$ cat src/rtl/up_gpio_ctrl.sv
// up_gpio_ctrl: sole uP-bus master for an up_gpio instance. Programs the
// tri-state and interrupt registers after reset, then services interrupts
// (ISR read, data read, ISR clear, event out) and forwards host words to
// GPIO_DATA. Every bus request is guarded by an ack timeout.
//
//   state     | meaning
//   ----------+---------------------------------------------------
//   INIT_TRI  | write GPIO_TRI = TRI_INIT
//   INIT_IER  | write IP_IER = 0x00000001
//   INIT_GIER | write GIER = 0x80000000, then init_done
//   IDLE      | wait for irq (first) or a host word
//   ISR_RD    | read IP_ISR into isr_q
//   DATA_RD   | read GPIO_DATA into m_evt_data
//   ISR_CLR   | write isr_q back to IP_ISR (toggle-on-write clear)
//   EVT       | present m_evt_data until m_evt_ready
//   WR_DATA   | write the buffered host word to GPIO_DATA
module up_gpio_ctrl #(
  parameter int          ADDRESS_WIDTH = 32,
  parameter logic [31:0] TRI_INIT      = 32'hFFFFFFFF,
  parameter int          ACK_TIMEOUT   = 255
) (
  input  logic                     clk,
  input  logic                     rstn,
  output logic                     up_rreq,
  input  logic                     up_rack,
  output logic [ADDRESS_WIDTH-1:0] up_raddr,
  input  logic [31:0]              up_rdata,
  output logic                     up_wreq,
  input  logic                     up_wack,
  output logic [ADDRESS_WIDTH-1:0] up_waddr,
  output logic [31:0]              up_wdata,
  input  logic                     irq,
  input  logic                     s_wr_valid,
  output logic                     s_wr_ready,
  input  logic [31:0]              s_wr_data,
  output logic                     m_evt_valid,
  input  logic                     m_evt_ready,
  output logic [31:0]              m_evt_data,
  output logic                     init_done,
  output logic                     err
);

  localparam logic [11:0] OFF_DATA = 12'h000;
  localparam logic [11:0] OFF_TRI  = 12'h004;
  localparam logic [11:0] OFF_GIER = 12'h11C;
  localparam logic [11:0] OFF_ISR  = 12'h120;
  localparam logic [11:0] OFF_IER  = 12'h128;

  localparam int             CW       = (ACK_TIMEOUT > 1) ? $clog2(ACK_TIMEOUT) : 1;
  localparam logic [CW-1:0]  TMO_LOAD = CW'(ACK_TIMEOUT - 1);

  typedef enum logic [3:0] {
    INIT_TRI, INIT_IER, INIT_GIER, IDLE, ISR_RD, DATA_RD, ISR_CLR, EVT, WR_DATA
  } state_t;

  state_t        state, state_n;
  logic          req_busy, ack, tmo, done, raise, accept;
  logic          bus_state, rd_state;
  logic          pend, pend_n;
  logic [CW-1:0] tmo_cnt;
  logic [11:0]   bus_off;
  logic [31:0]   bus_wdata, rd_val, isr_q, wr_data_q;

  // A request is finished either by an ack or by the timeout counter running out.
  assign req_busy = up_rreq | up_wreq;
  assign ack      = (up_rreq & up_rack) | (up_wreq & up_wack);
  assign tmo      = req_busy & ~ack & (tmo_cnt == '0);
  assign done     = ack | tmo;
  assign raise    = bus_state & ~req_busy;
  assign accept   = (state == IDLE) & s_wr_valid & s_wr_ready;
  assign rd_val   = (up_rreq & up_rack) ? up_rdata : 32'h0;

  // Address, write data and direction of the transaction owned by each state.
  always_comb begin
    bus_off   = OFF_DATA;
    bus_wdata = 32'h0;
    bus_state = 1'b1;
    rd_state  = 1'b0;
    case (state)
      INIT_TRI:  begin bus_off = OFF_TRI;  bus_wdata = TRI_INIT;     end
      INIT_IER:  begin bus_off = OFF_IER;  bus_wdata = 32'h00000001; end
      INIT_GIER: begin bus_off = OFF_GIER; bus_wdata = 32'h80000000; end
      ISR_RD:    begin bus_off = OFF_ISR;  rd_state  = 1'b1;         end
      DATA_RD:   begin bus_off = OFF_DATA; rd_state  = 1'b1;         end
      ISR_CLR:   begin bus_off = OFF_ISR;  bus_wdata = isr_q;        end
      WR_DATA:   begin bus_off = OFF_DATA; bus_wdata = wr_data_q;    end
      default:   bus_state = 1'b0;
    endcase
  end

  // Next-state logic. A host word accepted on the same edge that irq wins
  // is parked in wr_data_q and written once interrupt service is over.
  always_comb begin
    state_n = state;
    pend_n  = pend | accept;
    case (state)
      INIT_TRI:  if (done) state_n = INIT_IER;
      INIT_IER:  if (done) state_n = INIT_GIER;
      INIT_GIER: if (done) state_n = IDLE;
      IDLE: begin
        if (irq)                  state_n = ISR_RD;
        else if (pend | accept)   state_n = WR_DATA;
      end
      ISR_RD:    if (done) state_n = DATA_RD;
      DATA_RD:   if (done) state_n = ISR_CLR;
      ISR_CLR:   if (done) state_n = EVT;
      EVT:       if (m_evt_ready) state_n = IDLE;
      WR_DATA: begin
        if (done) begin
          state_n = IDLE;
          pend_n  = 1'b0;
        end
      end
      default:   state_n = INIT_TRI;
    endcase
  end

  // State register.
  always_ff @(posedge clk or negedge rstn) begin
    if (!rstn) state <= INIT_TRI;
    else       state <= state_n;
  end

  // Bus request generation and ack-timeout down-counter.
  always_ff @(posedge clk or negedge rstn) begin
    if (!rstn) begin
      up_rreq  <= 1'b0;
      up_wreq  <= 1'b0;
      up_raddr <= '0;
      up_waddr <= '0;
      up_wdata <= 32'h0;
      tmo_cnt  <= '0;
    end else if (raise) begin
      tmo_cnt <= TMO_LOAD;
      if (rd_state) begin
        up_rreq  <= 1'b1;
        up_raddr <= ADDRESS_WIDTH'(bus_off);
      end else begin
        up_wreq  <= 1'b1;
        up_waddr <= ADDRESS_WIDTH'(bus_off);
        up_wdata <= bus_wdata;
      end
    end else if (req_busy) begin
      if (done) begin
        up_rreq <= 1'b0;
        up_wreq <= 1'b0;
      end else begin
        tmo_cnt <= tmo_cnt - 1'b1;
      end
    end
  end

  // Read-data capture, host word buffer, status flags and stream handshakes.
  always_ff @(posedge clk or negedge rstn) begin
    if (!rstn) begin
      isr_q       <= 32'h0;
      m_evt_data  <= 32'h0;
      wr_data_q   <= 32'h0;
      pend        <= 1'b0;
      err         <= 1'b0;
      init_done   <= 1'b0;
      s_wr_ready  <= 1'b0;
      m_evt_valid <= 1'b0;
    end else begin
      if (state == ISR_RD && done)    isr_q      <= rd_val;
      if (state == DATA_RD && done)   m_evt_data <= rd_val;
      if (accept)                     wr_data_q  <= s_wr_data;
      if (tmo)                        err        <= 1'b1;
      if (state == INIT_GIER && done) init_done  <= 1'b1;
      pend        <= pend_n;
      s_wr_ready  <= (state_n == IDLE) & ~irq & ~pend_n;
      m_evt_valid <= (state_n == EVT);
    end
  end

endmodule

$ cat config.mk
export PLATFORM = sky130hd
export DESIGN_NAME = up_gpio_ctrl
export DESIGN_NICKNAME = d
export VERILOG_FILES = /design/src/rtl/up_gpio_ctrl.sv
export SDC_FILE = /design/constraint.sdc
export NUM_CORES = 1
export LEC_CHECK = 0
export ABC_AREA = 0
export CAP_MARGIN = 20
export CELL_PAD_IN_SITES_DETAIL_PLACEMENT = 0
export CELL_PAD_IN_SITES_GLOBAL_PLACEMENT = 1
export CORE_AREA = 10 10 154 156
export DETAILED_ROUTE_END_ITERATION = 16
export DIE_AREA = 0 0 164 166
export GPL_ROUTABILITY_DRIVEN = 0
export GPL_TIMING_DRIVEN = 0
export PLACE_DENSITY = 0.84
export RECOVER_POWER = 50
export REMOVE_ABC_BUFFERS = 1
export SLEW_MARGIN = 10
export SYNTH_ARGS = -nofsm -noshare
export SYNTH_HDL_FRONTEND = slang
export SYNTH_SLANG_ARGS = --single-unit
$ cat constraint.sdc
create_clock -name clk -period 4.9 [get_ports clk]
set_clock_uncertainty 0.05 [all_clocks]
set_input_delay 0.49 -clock clk [delete_from_list [all_inputs] [get_ports clk]]
set_output_delay 0.49 -clock clk [all_outputs]
set_load 0.05 [all_outputs]
==> flow_summary.yaml, run 1 <==
status:
  run_status: "finished with violations"
  violations: "capacitance limit, slew limit"
sta:
  setup_violations: 0
  period_share: 0.681
  hold_viol_final: 0
  clock.fmax_mhz: 300
  worst_pin_slew_ps: 2100
  grt_setup_unrepaired: "false"
  slew_headroom: -0.400
  finalHoldWorstSlack_ps: 425
  final.min_clock_period_ps: 3340
  drv_slew: 84
power:
  p_sw_mw: 2.92
  power.internal_mw: 3.59
  power_density_nw_per_um2: 701
  combPwrFrac: 0.462
  power_frac_clock: 0.208
  peakVddDrop_mv: 0.283
  p_seq_frac: 0.330
  sw_frac_of_total: 0.449
  power.leakage_nw: 4.33
cells_and_area:
  drive_above_1_share: 0.109
  fin_nets: 873
  utilization: 0.449
  area_growth_pct: 31.1
  antenna_cells: 0
  ff_latch_area_sq_um: 3930
  final.fill_count: 1980
  multi_input_area_sq_um: 2630
grt:
  grt_start_max_net_pins: 84
  grt_pass1_vias: 5233
  gr-usage-all-layers: 0.139
  grt_remaining_overflow: 0
  grt_antenna_before_repair: 0
  grt_pass1_wl_um: 29800
detailed_routing:
  num_vias: 5084
  drc_errors: 0
  dr.pass1.iters: 4
  drt_iter0_markers: 207
  drtAntennaViolNets: 0
  drt-total-wl_um: 18600
  avgRoutedWirePerCell_um: 17.1
  viasPerCell: 4.67
clock_network:
  clock_latency_ps: 420
  clk_pin_slew_ps: 60
  cts_sinks: 157
  clockRootBuffer: "clkbuf_16"
  cts_tree: "yes"
  ctsHtreeMaxLevel: 4
  cts_buffers: 17
  postCtsSetupBuffers: 0
  cts_buffer_depth: 2
yosys:
  synth.most_common_cell: "dfrtp_1"
  synth_area_leaders: "dfrtp_1 (55%), buf_4 (5.9%), nand2_1 (5.9%), mux2_2 (5.9%), o21ai_0 (4.8%)"
  synth_cell_types: 53
  synth_top_area_cell: "dfrtp_1"
  yosys.area.top_type_share: 0.554
  syn_area_per_cell_sq_um: 10.7
  yosysSeqAreaShare: 0.554
  synth_warnings: 0
  synthCells: 665
  async_flop_share: 1.00
  synth_edf_count: 0
  synth_seq_cells: 157
  syn-cell-area_sq_um: 7090
  ys.flop_type: "dfrtp_1"
  synthTopCellsByCount: "dfrtp_1 (157), nand2_1 (111), o21ai_0 (68)"
floorplan:
  dieHeight_um: 166
  fp.dieW_um: 164
  num_rows: 53
  dieArea_sq_um: 27200
  core_sq_um: 20700
  start_util: 0.342
  io_pins: 205
worst_setup_path:
  cp.required_ps: 5150
  worst-setup-path-type: "in -> reg"
  start_kind: "primary input"
  cp-end-kind: "flip-flop"
  crit_arrival_ps: 3590
  path_max_fanout: 32
hold_path:
  hp-class: "reg -> reg"
job:
  max-cap-violations: 1
placement:
  dp_hpwl_um: 13300
  numPortBuffers: 150
[logic make-up after synthesis]
logic type	count (synthesis)	synth area share
muxes	69	0.105
AOI/OAI and AO/OA	130	0.118
adders and majority gates	2	0.00353
DFF	157	0.554
other	1	0.000529
buffers and inverters	134	0.105
and+or+nand+nor	167	0.108
xor gates and xnor gates	5	0.00618
[worst max-delay path: stages]
cell and delay [ps]:
clkdlybuf4s50_1 510, and2_2 660, a311oi_1 280, nor2_2 490, nand3_4 620, mux2_4 510
[layout by cell type, fill, tap and decap left out, types with 3 or more instances in the layout]
| cell type | instances |
|---|---|
| a311oi_1 | 3 |
| and3_1 | 3 |
| dfrtp_1 | 157 |
| bufinv_16 | 3 |
| nor3_1 | 4 |
| clkinv_4 | 5 |
| xor2_1 | 5 |
| clkbuf_16 | 17 |
| nand3_1 | 8 |
| o21ai_0 | 68 |
| conb_1 | 54 |
| inv_1 | 37 |
| mux2_2 | 37 |
| nand2_1 | 111 |
| a221oi_1 | 32 |
| a21oi_1 | 9 |
| clkdlybuf4s50_1 | 120 |
| nor2_1 | 13 |
| mux2i_1 | 31 |
| nand4_1 | 3 |
| buf_12 | 3 |
| dlygate4sd3_1 | 30 |
| o31ai_1 | 5 |
[through the flow]
step	setup TNS (ps)	setup slack (ps)	area, sq um	power, mW	instances
final	0	1560	9290	6.51	1088
after global routing	0	1270	9290	6.93	1088
after CTS	0	1450	9320	6.65	1088
after detailed placement	0	996	8710	5.27	1055
after global placement	-530540	-3320	8530	5.17	1046
after floorplan	0	1410	6680	4.12	621
[layout make-up]
cell class | instances | area share
Sequential cell | 157 | 0.423
Multi-Input combinational cell | 427 | 0.283
Timing Repair Buffer | 160 | 0.178
Clock buffer | 19 | 0.0466
Tap cell | 275 | 0.0370
Clock inverter | 13 | 0.0180
Inverter | 37 | 0.0150
[power groups by stage]
stage,clock network [mW],logic [mW],registers [mW]
4_1_cts,1.39,3.10,2.16
5_1_grt,1.46,3.25,2.22
2_1_floorplan,0,0.992,3.13
6_report,1.35,3.01,2.15
3_3_place_gp,0,3.01,2.16
3_5_place_dp,0,3.09,2.18
[worst paths after layout]
kind	depth (start not counted)	to	slack, ps	startpoint
worst max-delay path	6	m_evt_data[1]$_DFFE_PN0P_	1560	up_rack
worst min-delay path	2	up_wdata[26]$_DFFE_PN0P_	430	up_wdata[26]$_DFFE_PN0P_
worst max register to register	5	m_evt_data[1]$_DFFE_PN0P_	1570	up_rreq$_DFFE_PN0P_
worst min register to register	2	up_wdata[26]$_DFFE_PN0P_	430	up_wdata[26]$_DFFE_PN0P_
max in group asynchronous	3	m_evt_data[13]$_DFFE_PN0P_	1810	rstn
min in group asynchronous	2	tmo_cnt[0]$_DFFE_PN0P_	550	rstn
[routing by layer]
layer	track usage	vias up	share of wire
met5	0	-	0
met3	0.0449	12	0.070
met1	0.169	2492	0.43
met2	0.228	123	0.49
li1	-	2457	-
met4	0.0428	0	0.012
[registers in the layout (all words and copies together) (netlist names), 4 cells and up]
| signal | flops |
|---|---|
| isr_q | 32 |
| m_evt_data | 32 |
| up_raddr | 5 |
| wr_data_q | 32 |
| up_waddr | 5 |
| up_wdata | 32 |
| state | 4 |
| tmo_cnt | 8 |
[repair_timing]
| item | in CTS | in global routing |
|---|---|---|
| resized for setup | 0 | 0 |
| hold buffers | 1 | 0 |
| endpoints found under the hold margin | 5 | 0 |
Power figures use the tool's default switching activity.
==> inputs of run 2 (changes only) <==
Clock period 4.9 ns to 3.46 ns, I/O delays scaled along.
==> run 2 against run 1 <==
The run still ends with capacitance limit, slew limit left. Global-route usage unchanged. Via count barely moved. Worst hold slack about the same. Final area is 0.15% higher. Sequential cell count stayed put. Non-clock buffer count unchanged. Critical path depth fell by 1. Total power grew 42%. First-iteration DRC count shrank 1.4%. Critical path type is now reg -> reg. Largest power group unchanged.
==> flow_summary.yaml, run 2 (synthesis gave the netlist of run 1 again) <==
cells_and_area:
  utilization: 0.450
  layout_common_cells: "dfrtp_1 (157), clkdlybuf4s50_1 (120), nand2_1 (111)"
  ff_latch_area_sq_um: 3930
  fin_nets: 873
  multi_input_area_sq_um: 2630
  final_common_cell: "dfrtp_1"
  fin_cells: 1088
  final_cell_area_sq_um: 9300
  drive_above_1_share: 0.109
  area_growth_pct: 31.3
  final.fill_count: 1978
  antenna_cells: 0
placement:
  dp_slack_ps: -300
  dp_cells: 1055
  numPortBuffers: 150
  dp_hpwl_um: 13300
  dpl-instance-area_sq_um: 8710
worst_setup_path:
  crit_arrival_ps: 3300
  r2r_end: "m_evt_data[1]$_DFFE_PN0P_"
  start_kind: "flip-flop"
  max_stage_delay_ps: 620
  cp.required_ps: 3710
  crit_slowest_cell: "nand3_4"
  r2r_cells: 5
  cp-end-kind: "flip-flop"
  path_cells: "and2_4, a311oi_1, nor2_2, nand3_4, mux2_4"
  reg2reg_slack_ps: 410
  cp_top_family: "simple AND/OR/NAND/NOR gates"
  crit_buf_inv: 0
  path_max_fanout: 32
  r2r-start: "up_rreq$_DFFE_PN0P_"
  worst-setup-path-type: "reg -> reg"
sta:
  drv_slew: 75
  slew_headroom: -0.276
  setup_ws_ps: 413
  worst_pin_slew_ps: 1910
  finalHoldWorstSlack_ps: 425
  setup_violations: 0
  clock.fmax_mhz: 328
  timing.setup.tns_ps: 0
  period_share: 0.881
  final.min_clock_period_ps: 3050
  hold_viol_final: 0
  grt_setup_unrepaired: "false"
hold_path:
  worstHoldStart: "up_wdata[26]$_DFFE_PN0P_"
  hp-class: "reg -> reg"
  hold_path_depth: 2
  worstHoldEndpoint: "up_wdata[26]$_DFFE_PN0P_"
floorplan:
  io_pins: 205
  dieArea_sq_um: 27200
  fp.dieW_um: 164
  dieHeight_um: 166
  start_util: 0.342
  num_rows: 53
  core_sq_um: 20700
clock_network:
  clock_latency_ps: 420
  cts_tree: "yes"
  cts_sinks: 157
  cts_buffers: 17
  cts_buffer_depth: 2
  postCtsSetupBuffers: 0
  clk_pin_slew_ps: 60
  ctsHtreeMaxLevel: 4
  clockRootBuffer: "clkbuf_16"
status:
  run_status: "finished with violations"
  violations: "capacitance limit, slew limit"
job:
  max-cap-violations: 1
detailed_routing:
  num_vias: 5080
  drt_iter0_markers: 204
  drtAntennaViolNets: 0
  drc_errors: 0
  dr.pass1.iters: 4
  avgRoutedWirePerCell_um: 17.1
  drt-total-wl_um: 18700
  viasPerCell: 4.67
grt:
  grt_pass1_wl_um: 29800
  grt_antenna_before_repair: 0
  grt_start_max_net_pins: 84
  grt_pass1_vias: 5233
  grt_remaining_overflow: 0
  gr-usage-all-layers: 0.139
power:
  power.leakage_nw: 4.33
  peakVddDrop_mv: 0.401
  power_density_nw_per_um2: 991
  p_total_mw: 9.22
run 2: cell counts in the layout (fill, tap and decap cells not counted):
Identical to the previous run, type by type.
run 2: how the worst max path moves through the flow:
| stage | startpoint | endpoint | slack, ps | depth (start not counted) |
|---|---|---|---|---|
| global route | up_rreq$_DFFE_PN0P_ | m_evt_data[31]$_DFFE_PN0P_ | 150 | 5 |
| finish | up_rreq$_DFFE_PN0P_ | m_evt_data[1]$_DFFE_PN0P_ | 410 | 5 |
| global placement | rstn | m_evt_data[20]$_DFFE_PN0P_ | -4610 | 1 |
| CTS | up_rreq$_DFFE_PN0P_ | m_evt_data[1]$_DFFE_PN0P_ | 8 | 5 |
| detailed placement | up_rack | m_evt_data[1]$_DFFE_PN0P_ | -300 | 6 |
| floorplan | up_rreq$_DFFE_PN0P_ | isr_q[0]$_DFFE_PN0P_ | -30 | 4 |
run 2: repair_timing:
| action | in CTS | in global routing |
|---|---|---|
| hold buffers | 1 | 0 |
| setup endpoints to repair | 0 | 20 |
| endpoints found under the hold margin | 74 | 0 |
| resized for setup | 0 | 1 |
run 2: final cells by class:
type,instances,share of cell area
sequential,157,0.422
tap,275,0.0370
clock buffer,19,0.0465
multi-input combinational,427,0.282
timing repair buffer,160,0.179
inverter,37,0.0149
clock inverter,13,0.0180
run 2: worst min-delay path: stages, from the launching register on:
cell and delay [ps]:
dfrtp_1 340, nand2_1 40, o21ai_0 60
run 2: power breakdown:
group          total, mW  internal (mW)  switching [mW]
combinational       4.26           1.38            2.88
clock               1.92           1.14           0.777
sequential          3.04           2.56           0.479
total               9.22           5.08            4.14
run 2: routing by layer:
metal / vias to the layer above / track usage / share of wire
li1: 2451 / - / -
met1: 2492 / 0.169 / 0.43
met2: 125 / 0.228 / 0.49
met3: 12 / 0.0449 / 0.070
met4: 0 / 0.0428 / 0.012
met5: - / 0 / 0
